### config.mk
export PLATFORM = sky130hd
export DESIGN_NAME = loop_beat_sequencer
export DESIGN_NICKNAME = d
export VERILOG_FILES = /design/src/rtl/loop_beat_sequencer.sv
export SDC_FILE = /design/constraint.sdc
export NUM_CORES = 1
export LEC_CHECK = 0
export CAP_MARGIN = 5
export CORE_MARGIN = 2
export CORE_UTILIZATION = 60
export DETAILED_ROUTE_END_ITERATION = 10
export PLACE_DENSITY_LB_ADDON = 0.08
export SYNTH_ARGS = -nofsm -noshare
export SYNTH_HDL_FRONTEND = slang
export SYNTH_SLANG_ARGS = --single-unit
### constraint.sdc
create_clock -name clk -period 2.6 [get_ports clk]
set_input_delay 0.39 -clock clk [delete_from_list [all_inputs] [get_ports clk]]
set_output_delay 0.39 -clock clk [all_outputs]
set_load 0.02 [all_outputs]
### src/rtl/loop_beat_sequencer.sv
// Beat-slot loop recorder/player; LOOP_OVERDUB_EN makes RECORD writes OR into the slot.
// note_out lags state/beat_pos by 1 cycle; buttons and beat_tick are never stalled.
module loop_beat_sequencer #(
  parameter int NOTE_W         = 8,
  parameter int BEATS_PER_MEAS = 4,
  parameter int MAX_WIDTH      = 6
) (
  input  logic              clk,
  input  logic              rst,
  input  logic              beat_tick,
  input  logic [2:0]        loop_width,
  input  logic              rec_btn,
  input  logic              play_btn,
  input  logic              clear_btn,
  input  logic [NOTE_W-1:0] note_in,
  output logic [NOTE_W-1:0] note_out,
  output logic [4:0]        beat_pos,
  output logic [2:0]        active_width,
  output logic              loop_start,
  output logic [1:0]        state,
  output logic              recorded
);

  localparam int         DEPTH     = MAX_WIDTH * BEATS_PER_MEAS;
  localparam logic [4:0] LAST_SLOT = 5'(DEPTH - 1);
  localparam logic [4:0] BPM       = 5'(BEATS_PER_MEAS);
  localparam logic [2:0] MAX_W     = 3'(MAX_WIDTH);

  typedef enum logic [1:0] {
    IDLE   = 2'd0,
    RECORD = 2'd1,
    PLAY   = 2'd2,
    CLEAR  = 2'd3
  } st_t;

  st_t               st;
  logic [4:0]        clr_idx;
  logic [2:0]        pend_width;
  logic [NOTE_W-1:0] mem [DEPTH];

  logic              width_ok;
  logic [2:0]        width_nxt;
  logic [4:0]        loop_len;
  logic              at_end;
  logic              btn_clr;
  logic              btn_rec;
  logic              btn_play;
  logic              advance;
  logic              mem_we;
  logic [4:0]        mem_addr;
  logic [NOTE_W-1:0] mem_wdat;
  logic [NOTE_W-1:0] rec_dat;

  assign width_ok  = (loop_width >= 3'd2) && (loop_width <= MAX_W);
  assign width_nxt = width_ok ? loop_width : pend_width;
  assign loop_len  = {2'b00, active_width} * BPM;
  assign at_end    = (beat_pos == loop_len - 5'd1);

  // Any button that moves the FSM swallows the beat_tick of the same cycle.
  assign btn_clr  = clear_btn && (st != CLEAR);
  assign btn_rec  = rec_btn && !clear_btn && (st != CLEAR);
  assign btn_play = play_btn && !rec_btn && !clear_btn &&
                    (((st == IDLE) && recorded) || (st == PLAY));
  assign advance  = beat_tick && ((st == RECORD) || (st == PLAY)) &&
                    !btn_clr && !btn_rec && !btn_play;

`ifdef LOOP_OVERDUB_EN
  assign rec_dat = mem[beat_pos] | note_in;
`else
  assign rec_dat = note_in;
`endif

  always_comb begin
    mem_we   = 1'b0;
    mem_addr = beat_pos;
    mem_wdat = rec_dat;
    if (!rst) begin
      if (st == CLEAR) begin
        mem_we   = 1'b1;
        mem_addr = clr_idx;
        mem_wdat = '0;
      end else if ((st == RECORD) && advance) begin
        mem_we = 1'b1;
      end
    end
  end

  always_ff @(posedge clk) begin
    if (mem_we) mem[mem_addr] <= mem_wdat;
  end

  always_ff @(posedge clk) begin
    if (rst) begin
      st           <= CLEAR;
      clr_idx      <= 5'd0;
      beat_pos     <= 5'd0;
      active_width <= 3'd3;
      pend_width   <= 3'd3;
      note_out     <= '0;
      loop_start   <= 1'b0;
      recorded     <= 1'b0;
    end else begin
      loop_start <= 1'b0;

      case (st)
        PLAY:    note_out <= mem[beat_pos];
        RECORD:  note_out <= note_in;
        default: note_out <= '0;
      endcase

      case (st)
        CLEAR: begin
          if (clr_idx == LAST_SLOT) begin
            st      <= IDLE;
            clr_idx <= 5'd0;
          end else begin
            clr_idx <= clr_idx + 5'd1;
          end
        end

        IDLE: begin
          if (width_ok) active_width <= loop_width;
          pend_width <= width_ok ? loop_width : active_width;
          if (btn_clr) begin
            st       <= CLEAR;
            recorded <= 1'b0;
            clr_idx  <= 5'd0;
          end else if (btn_rec) begin
            st       <= RECORD;
            beat_pos <= 5'd0;
          end else if (btn_play) begin
            st       <= PLAY;
            beat_pos <= 5'd0;
          end
        end

        default: begin
          // Width changes only take effect at the loop seam.
          pend_width <= width_nxt;
          if (btn_clr) begin
            st       <= CLEAR;
            recorded <= 1'b0;
            clr_idx  <= 5'd0;
          end else if (btn_rec) begin
            if (st == RECORD) begin
              st       <= PLAY;
              recorded <= 1'b1;
              beat_pos <= 5'd0;
            end else begin
              st <= RECORD;
            end
          end else if (btn_play) begin
            st <= IDLE;
          end else if (advance) begin
            if (at_end) begin
              beat_pos     <= 5'd0;
              loop_start   <= 1'b1;
              active_width <= width_nxt;
              if (st == RECORD) begin
                st       <= PLAY;
                recorded <= 1'b1;
              end
            end else begin
              beat_pos <= beat_pos + 5'd1;
            end
          end
        end
      endcase
    end
  end

  assign state = st;

endmodule
==> PnR_summary.wiki, run 1 <==
{| class="wikitable"
! Metric !! Value
|-
| Outcome || finished, final reports clean
|-
| Global-route track usage on met2 || 41.9%
|-
| Final Routed Wirelength || 20.1 mm
|-
| Clock Pin Slew Worst Setup and Hold Paths || 60 ps
|-
| Number of search-and-repair iterations in the first detailed-routing pass || 5
|-
| # hold bufs at CTS || 0
|-
| Power per cell area || 825 nW/um2
|-
| # resized after CTS || 0
|-
| Slowest cell on crit path || sky130_fd_sc_hd__or3b_2
|-
| Setup skew after layout || 14.8 ps
|-
| Worst min path class || reg -> reg
|-
| Vias in the first global route || 5566
|-
| Max frequency || around 0.39 GHz
|-
| Detailed-placement wirelength estimate || 13.3 mm
|-
| GR met3 Demand/Resource || 3.33%
|-
| Number of vias in the routed layout || around 5600
|-
| Overall power consumption || 8.98 mW
|-
| Cell leakage power || 3.54 nW
|-
| Register Area || 6430 um2
|-
| Worst path arrival time || 2900 ps
|-
| Initial cell density of the core || between 60% and 70%
|-
| Highest ir drop seen on vdd || 667 uV
|-
| Met1 track utilization from global routing || 34.2%
|-
| Gr usage total || 24.6%
|-
| Layout cell share with drive strength beyond 1 || 15.7%
|-
| Overall die area || 16600 um2
|-
| Most numerous cell types in the synthesized netlist || 192 x sky130_fd_sc_hd__edfxtp_1, 69 x sky130_fd_sc_hd__mux2i_1, 45 x sky130_fd_sc_hd__nor2_1
|-
| Most common cell in the netlist || sky130_fd_sc_hd__edfxtp_1
|-
| Yosys top cell area share || around three fifths
|-
| Number of flip-flops and latches in the synthesized netlist || between 200 and 250
|-
| Die height || 129 um
|-
| # Post-CTS Setup Buffers || 0
|-
| CP Launch Type || flop
|-
| Cell Rows || 45
|-
| Area growth from synthesis to final layout || 16.6%
|-
| Global route total overflow || 0
|-
| Count of pins on the block boundary || 37
|-
| Critical-path maximum fanout || 11
|-
| GPL Wtd Cong || 0.911
|-
| Slew of the pin with the lowest slew margin || 1230 ps
|-
| Relative slew slack || 17.7%
|-
| Yosys synthesis warning count || 0
|-
| Final critical-path share of the clock period || a little over nine tenths
|-
| Share of synthesized flip-flops with an asynchronous set or reset || 0%
|-
| Share of synthesized area occupied by flip-flops and latches || 68.9%
|-
| Port-buffer cells || 36
|-
| GR peak layer || met2
|-
| Required time of the critical path || 2960 ps
|-
| Number of antenna violations at the first check in global routing || 0
|-
| Predominant post-synthesis flop cell || sky130_fd_sc_hd__edfxtp_1
|-
| Count of endpoints failing setup in the final report || 0
|-
| Vias/cell || 6.29
|-
| Pin count of the biggest net entering global routing || 64
|-
| Clock root buffer master || sky130_fd_sc_hd__clkbuf_16
|-
| Setup repair after global routing missed its margin || true
|-
| DRC Markers || 0
|-
| Number of slew-limit violations in the final report || 0
|-
| Die span in x || 129 um
|-
| Syn avg cell area || 15.3 um2
|-
| Number of buffers between clock root and the deepest sink || 3
|-
| Number of synthesized flops with an enable pin || about 190
|-
| Num CTS Buffers || 23
|-
| Final worst path period need || 2540 ps
|-
| Final layout net count || 708
|-
| Antenna viol nets, final || 0
|-
| Cell count after synthesis || 611
|-
| Number of design-rule violations left by the first detailed-router iteration || between 500 and 600
|-
| Global-route wire length before repair || 30.6 mm
|-
| Fill cells || 1003
|-
| Summed negative setup slack over all endpoints || 0 ps
|-
| Critical Path Sink Type || flop
|-
| Setup CP Type || reg -> reg
|-
| Combined area of the multi-input logic cells || 2710 um2
|-
| Cell types with the largest area share after synthesis || sky130_fd_sc_hd__edfxtp_1 62%, sky130_fd_sc_hd__mux2i_1 7.4%, sky130_fd_sc_hd__dfxtp_1 7.1%
|-
| Clock tree from TritonCTS || done
|-
| Delay contributed by the slowest stage of the critical path || 550 ps
|-
| Count of different cell masters after synthesis || 58
|-
| Routed length per placed instance || 22.6 um
|-
| Post-Syn Area || between 9000 and 10000 um2
|-
| Number of max-cap violations || 0
|-
| Sinks on Clock Net || 225
|-
| Clock latency at the later pin of the worst-skew pair || just over 500 ps
|-
| Library cell occupying the most area in the post-synthesis netlist || sky130_fd_sc_hd__edfxtp_1
|-
| Final Hold Violating Endpoints || 0
|-
| Post-synth net total || 635
|-
| Standard cell core area || 15200 um2
|-
| Number of diodes added for antenna fixing || 0
|-
| Ordered list of cells on the worst path || ha_1, or3b_2, o32ai_1, o2bb2ai_1, nand3_1, o41ai_1
|-
| Number of H-tree levels || 1
|}
layer usage:
metal,up-vias,share of wire [%]
met5,-,0
met4,0,2.3
met3,34,6.6
met2,236,49
met1,2761,42
li1,2559,-
flip-flops by register name (all words and copies together), names as in the netlist, named ones only:
register,count
beat_pos,5
recorded,1
state,2
mem,192
loop_start,1
pend_width,3
active_width,3
note_out,8
clr_idx,5
critical path: cells and delay by family, from the launching register on:
| kind | cells | cell delay (ps) |
|---|---|---|
| adder cells (fa/ha/maj) | 1 | 380 |
| flip-flops | 1 | 360 |
| AO/OA/AOI/OAI | 3 | 910 |
| AND/OR/NAND/NOR | 2 | 740 |
where the power goes:
group | switching, mW | leakage (nW) | internal, mW
Clock | 1.31 | 0.358 | 1.93
Sequential | 0.107 | 2.02 | 4.18
Combinational | 0.883 | 1.16 | 0.570
metrics by stage:
step	setup WS (ps)	util [%]	hold WS [ps]	cell area (um2)	cells
after CTS	67.6	71.6	469	10900	889
after global routing	-69.3	71.6	499	10900	889
after global placement	105	66.7	449	10100	847
after detailed placement	-78.7	66.7	455	10100	847
final	62.4	71.6	467	10900	889
after floorplan	75.7	-	435	9330	611
kinds of logic after synthesis:
| kind of cell | count (synthesis) | share of synthesized area (%) |
|---|---|---|
| flip-flops | 225 | 68.9 |
| AO/OA/AOI/OAI | 122 | 9.62 |
| AND/OR/NAND/NOR | 118 | 6.34 |
| multiplexers | 87 | 11.5 |
| buffers and inverters | 47 | 2.09 |
| adder cells (fa/ha/maj) | 7 | 0.939 |
| XOR/XNOR | 5 | 0.617 |
area by class of cell:
class | count | area share [%]
clock buffer | 28 | 5.46
timing repair buffer | 81 | 6.53
tap | 188 | 2.16
inverter | 14 | 0.483
sequential | 225 | 59.1
multi-input combinational | 339 | 24.9
clock inverter | 14 | 1.37
placed cells by master, fill, tap and decap left out, drive strengths merged, types with 8 or more instances in the layout:
cell type	count
a32oi	10
a211oi	9
inv	15
and2	16
edfxtp	192
mux4	16
a31oi	9
clkdlybuf4s50	36
a22o	8
a21oi	20
clkinv	8
buf	45
a22oi	34
clkbuf	28
nor2	45
nand2	21
mux2i	69
dfxtp	33
final timing paths:
| check | cells after the start | end | startpoint | slack [ps] |
|---|---|---|---|---|
| worst max-delay path | 6 | flop | state[0] | 60 |
| worst min-delay path | 1 | pend_width[1] | pend_width[1] | 470 |
| worst max register to register | 6 | flop | state[0] | 60 |
| worst min register to register | 1 | pend_width[1] | pend_width[1] | 470 |
Power figures use the tool's default switching activity.
==> run 2: changes to the inputs <==
--- a/config.mk
+++ b/config.mk
@@ -8,6 +8,7 @@
 export CAP_MARGIN = 5
 export CORE_MARGIN = 2
 export CORE_UTILIZATION = 60
+export CTS_CLUSTER_SIZE = 20
 export DETAILED_ROUTE_END_ITERATION = 10
 export PLACE_DENSITY_LB_ADDON = 0.08
 export SYNTH_ARGS = -nofsm -noshare
==> constraint.sdc (replaced) <==
create_clock -name clk -period 2.4 [get_ports clk]
set_input_delay 0.36 -clock clk [delete_from_list [all_inputs] [get_ports clk]]
set_output_delay 0.36 -clock clk [all_outputs]
set_load 0.02 [all_outputs]
==> run 2 against run 1 <==
Compared with the run above: global-route usage up 1.5 points; first-iteration DRC count up 28%; sequential cell count unchanged.
==> PnR_summary.wiki, run 2 (synthesis gave the netlist of run 1 again) <==
{| class="wikitable"
! Metric !! Value
|-
| Number of diodes added for antenna fixing || 0
|-
| Clock tree from TritonCTS || done
|-
| Vias in the first global route || ~6000
|-
| Slowest cell on crit path || sky130_fd_sc_hd__or4_4
|-
| GR peak layer || met2
|-
| Most used cells in the layout excluding fill and tap cells || 192 x sky130_fd_sc_hd__edfxtp_1, 69 x sky130_fd_sc_hd__mux2i_1, 66 x sky130_fd_sc_hd__buf_4, 45 x sky130_fd_sc_hd__nor2_1, 36 x sky130_fd_sc_hd__clkdlybuf4s50_1
|-
| Max frequency || 0.436 GHz
|-
| CP delay by family, top || compound AO/OA/AOI/OAI gates
|-
| GPL Wtd Cong || between 0.8 and 0.9
|-
| Clock root buffer master || sky130_fd_sc_hd__clkbuf_16
|-
| Area growth from synthesis to final layout || 19.5%
|-
| Critical-path maximum fanout || 6
|-
| Worst min path class || reg -> reg
|-
| Port-buffer cells || 36
|-
| Most common cell after layout, fill and taps aside || sky130_fd_sc_hd__edfxtp_1
|-
| Worst Path Buf+Inv || 1
|-
| Number of vias in the routed layout || 5780
|-
| Final instance count without filler cells || roughly 900
|-
| Initial cell density of the core || approximately three fifths
|-
| Final layout net count || roughly 730
|-
| Final worst hold slack || 470 ps
|-
| Final Hold Violating Endpoints || 0
|-
| Delay contributed by the slowest stage of the critical path || 550 ps
|-
| GR met3 Demand/Resource || 4.32%
|-
| Num CTS Buffers || 23
|-
| Cell Rows || 45
|-
| Count of pins on the block boundary || 37
|-
| Routed length per placed instance || around 23 um
|-
| Clock latency at the later pin of the worst-skew pair || 500 ps
|-
| Number of max-cap violations || 0
|-
| Ordered list of cells on the worst path || inv_1, ha_1, a21oi_2, nor4_1, or4_4, a2111o_1, a221oi_2
|-
| Standard cell core area || between 15000 and 20000 um2
|-
| Setup skew after layout || 9.67 ps
|-
| DRC Markers || 0
|-
| Gr usage total || 26.1%
|-
| Highest ir drop seen on vdd || 545 uV
|-
| Antenna viol nets, final || 0
|-
| Setup repair after global routing missed its margin || false
|-
| Number of cells after detailed placement || roughly 870
|-
| Die span in x || 129 um
|-
| Count of endpoints failing setup in the final report || 0
|-
| Global-route wire length before repair || between 30 and 40 mm
|-
| Number of slew-limit violations in the final report || 0
|-
| Number of search-and-repair iterations in the first detailed-routing pass || 5
|-
| CP Launch Type || flop
|-
| Number of buffers between clock root and the deepest sink || 3
|-
| Final Routed Wirelength || roughly 21 mm
|-
| Die height || 129 um
|-
| Worst path arrival time || 2710 ps
|-
| Layout cell share with drive strength beyond 1 || 19.6%
|-
| Non-Filler Cell Area, Final || 11100 um2
|-
| Required time of the critical path || about 2800 ps
|-
| # Post-CTS Setup Buffers || 0
|-
| Largest register FFs || 192
|-
| Pin count of the biggest net entering global routing || 30
|-
| Number of design-rule violations left by the first detailed-router iteration || 719
|-
| Final critical-path share of the clock period || 95.6%
|-
| Outcome || finished, final reports clean
|-
| Biggest regs || mem: 192 flops, note_out: 8 flops
|-
| Setup CP Type || reg -> reg
|-
| Cell leakage power || 3.67 nW
|-
| Post-Place Cell Area || between 10000 and 15000 um2
|-
| Final worst path period need || 2300 ps
|-
| Slew of the pin with the lowest slew margin || around 1000 ps
|-
| Overall die area || 16600 um2
|-
| Power per cell area || 886 nW/um2
|-
| Number of H-tree levels || 1
|-
| Detailed-placement wirelength estimate || 14.0 mm
|-
| Global-route track usage on met2 || 43.1%
|-
| Clock Pin Slew Worst Setup and Hold Paths || around 60 ps
|-
| Relative slew slack || a little under a third
|-
| Critical Path Sink Type || flop
|-
| Vias/cell || 6.32
|-
| Most flops, register || mem
|-
| Met1 track utilization from global routing || 36.7%
|-
| Sinks on Clock Net || 225
|-
| Global route total overflow || 0
|-
| Number of antenna violations at the first check in global routing || 0
|}
-- run 2: area by class of cell --
type,instances,area (um2)
flip-flops and latches,225,6440
fillers,949,4050
multi-input cells,339,2740
repair buffers,106,936
clock buffers,32,609
well taps,188,235
clock inverters,10,136
inverters,14,52.6
-- run 2: worst reg2reg max path, delay by kind of cell, from the launching register on --
family                     cells  cell delay, ps
AOI/OAI and AO/OA              3             850
and+or+nand+nor                2             650
DFF                            1             390
adders and majority gates      1             240
buffers and inverters          1              80
-- run 2: path summary, 6_finish.rpt --
kind	to	slack [ps]	cells after the start	from
max	recorded	100	7	state[0]
min	pend_width[0]	470	1	pend_width[0]
max reg2reg	recorded	100	7	state[0]
min reg2reg	pend_width[0]	470	1	pend_width[0]
-- run 2: layer usage --
layer  vias to the layer above  wire length (um)
met5                         -                 0
met4                         0               495
met3                        38              1480
met2                       243             10100
met1                      2884              8900
li1                       2615                 -
-- run 2: timing repair --
item,CTS,global route
hold buffers,0,0
resized for setup,1,9
pin swaps,1,1
gates cloned,0,0
setup endpoints to repair,3,181
-- run 2: report_power, final --
group	internal [mW]	switching [mW]	leakage, nW	total (mW)
logic	0.728	0.988	1.30	1.72
clock network	2.11	1.41	0.355	3.52
registers	4.53	0.117	2.02	4.65
-- run 2: stage by stage --
step / utilization, % / setup slack (ps) / total power, mW / TNS, ps
global route: 73.3 / 9.62 / 10.2 / 0
floorplan: - / -80.3 / 5.72 / -5110
detailed placement: 68.1 / -103 / 6.41 / -4950
finish: 73.3 / 105 / 9.88 / 0
CTS: 73.1 / 7.90 / 9.91 / 0
global placement: 68.1 / -44.2 / 6.35 / -636
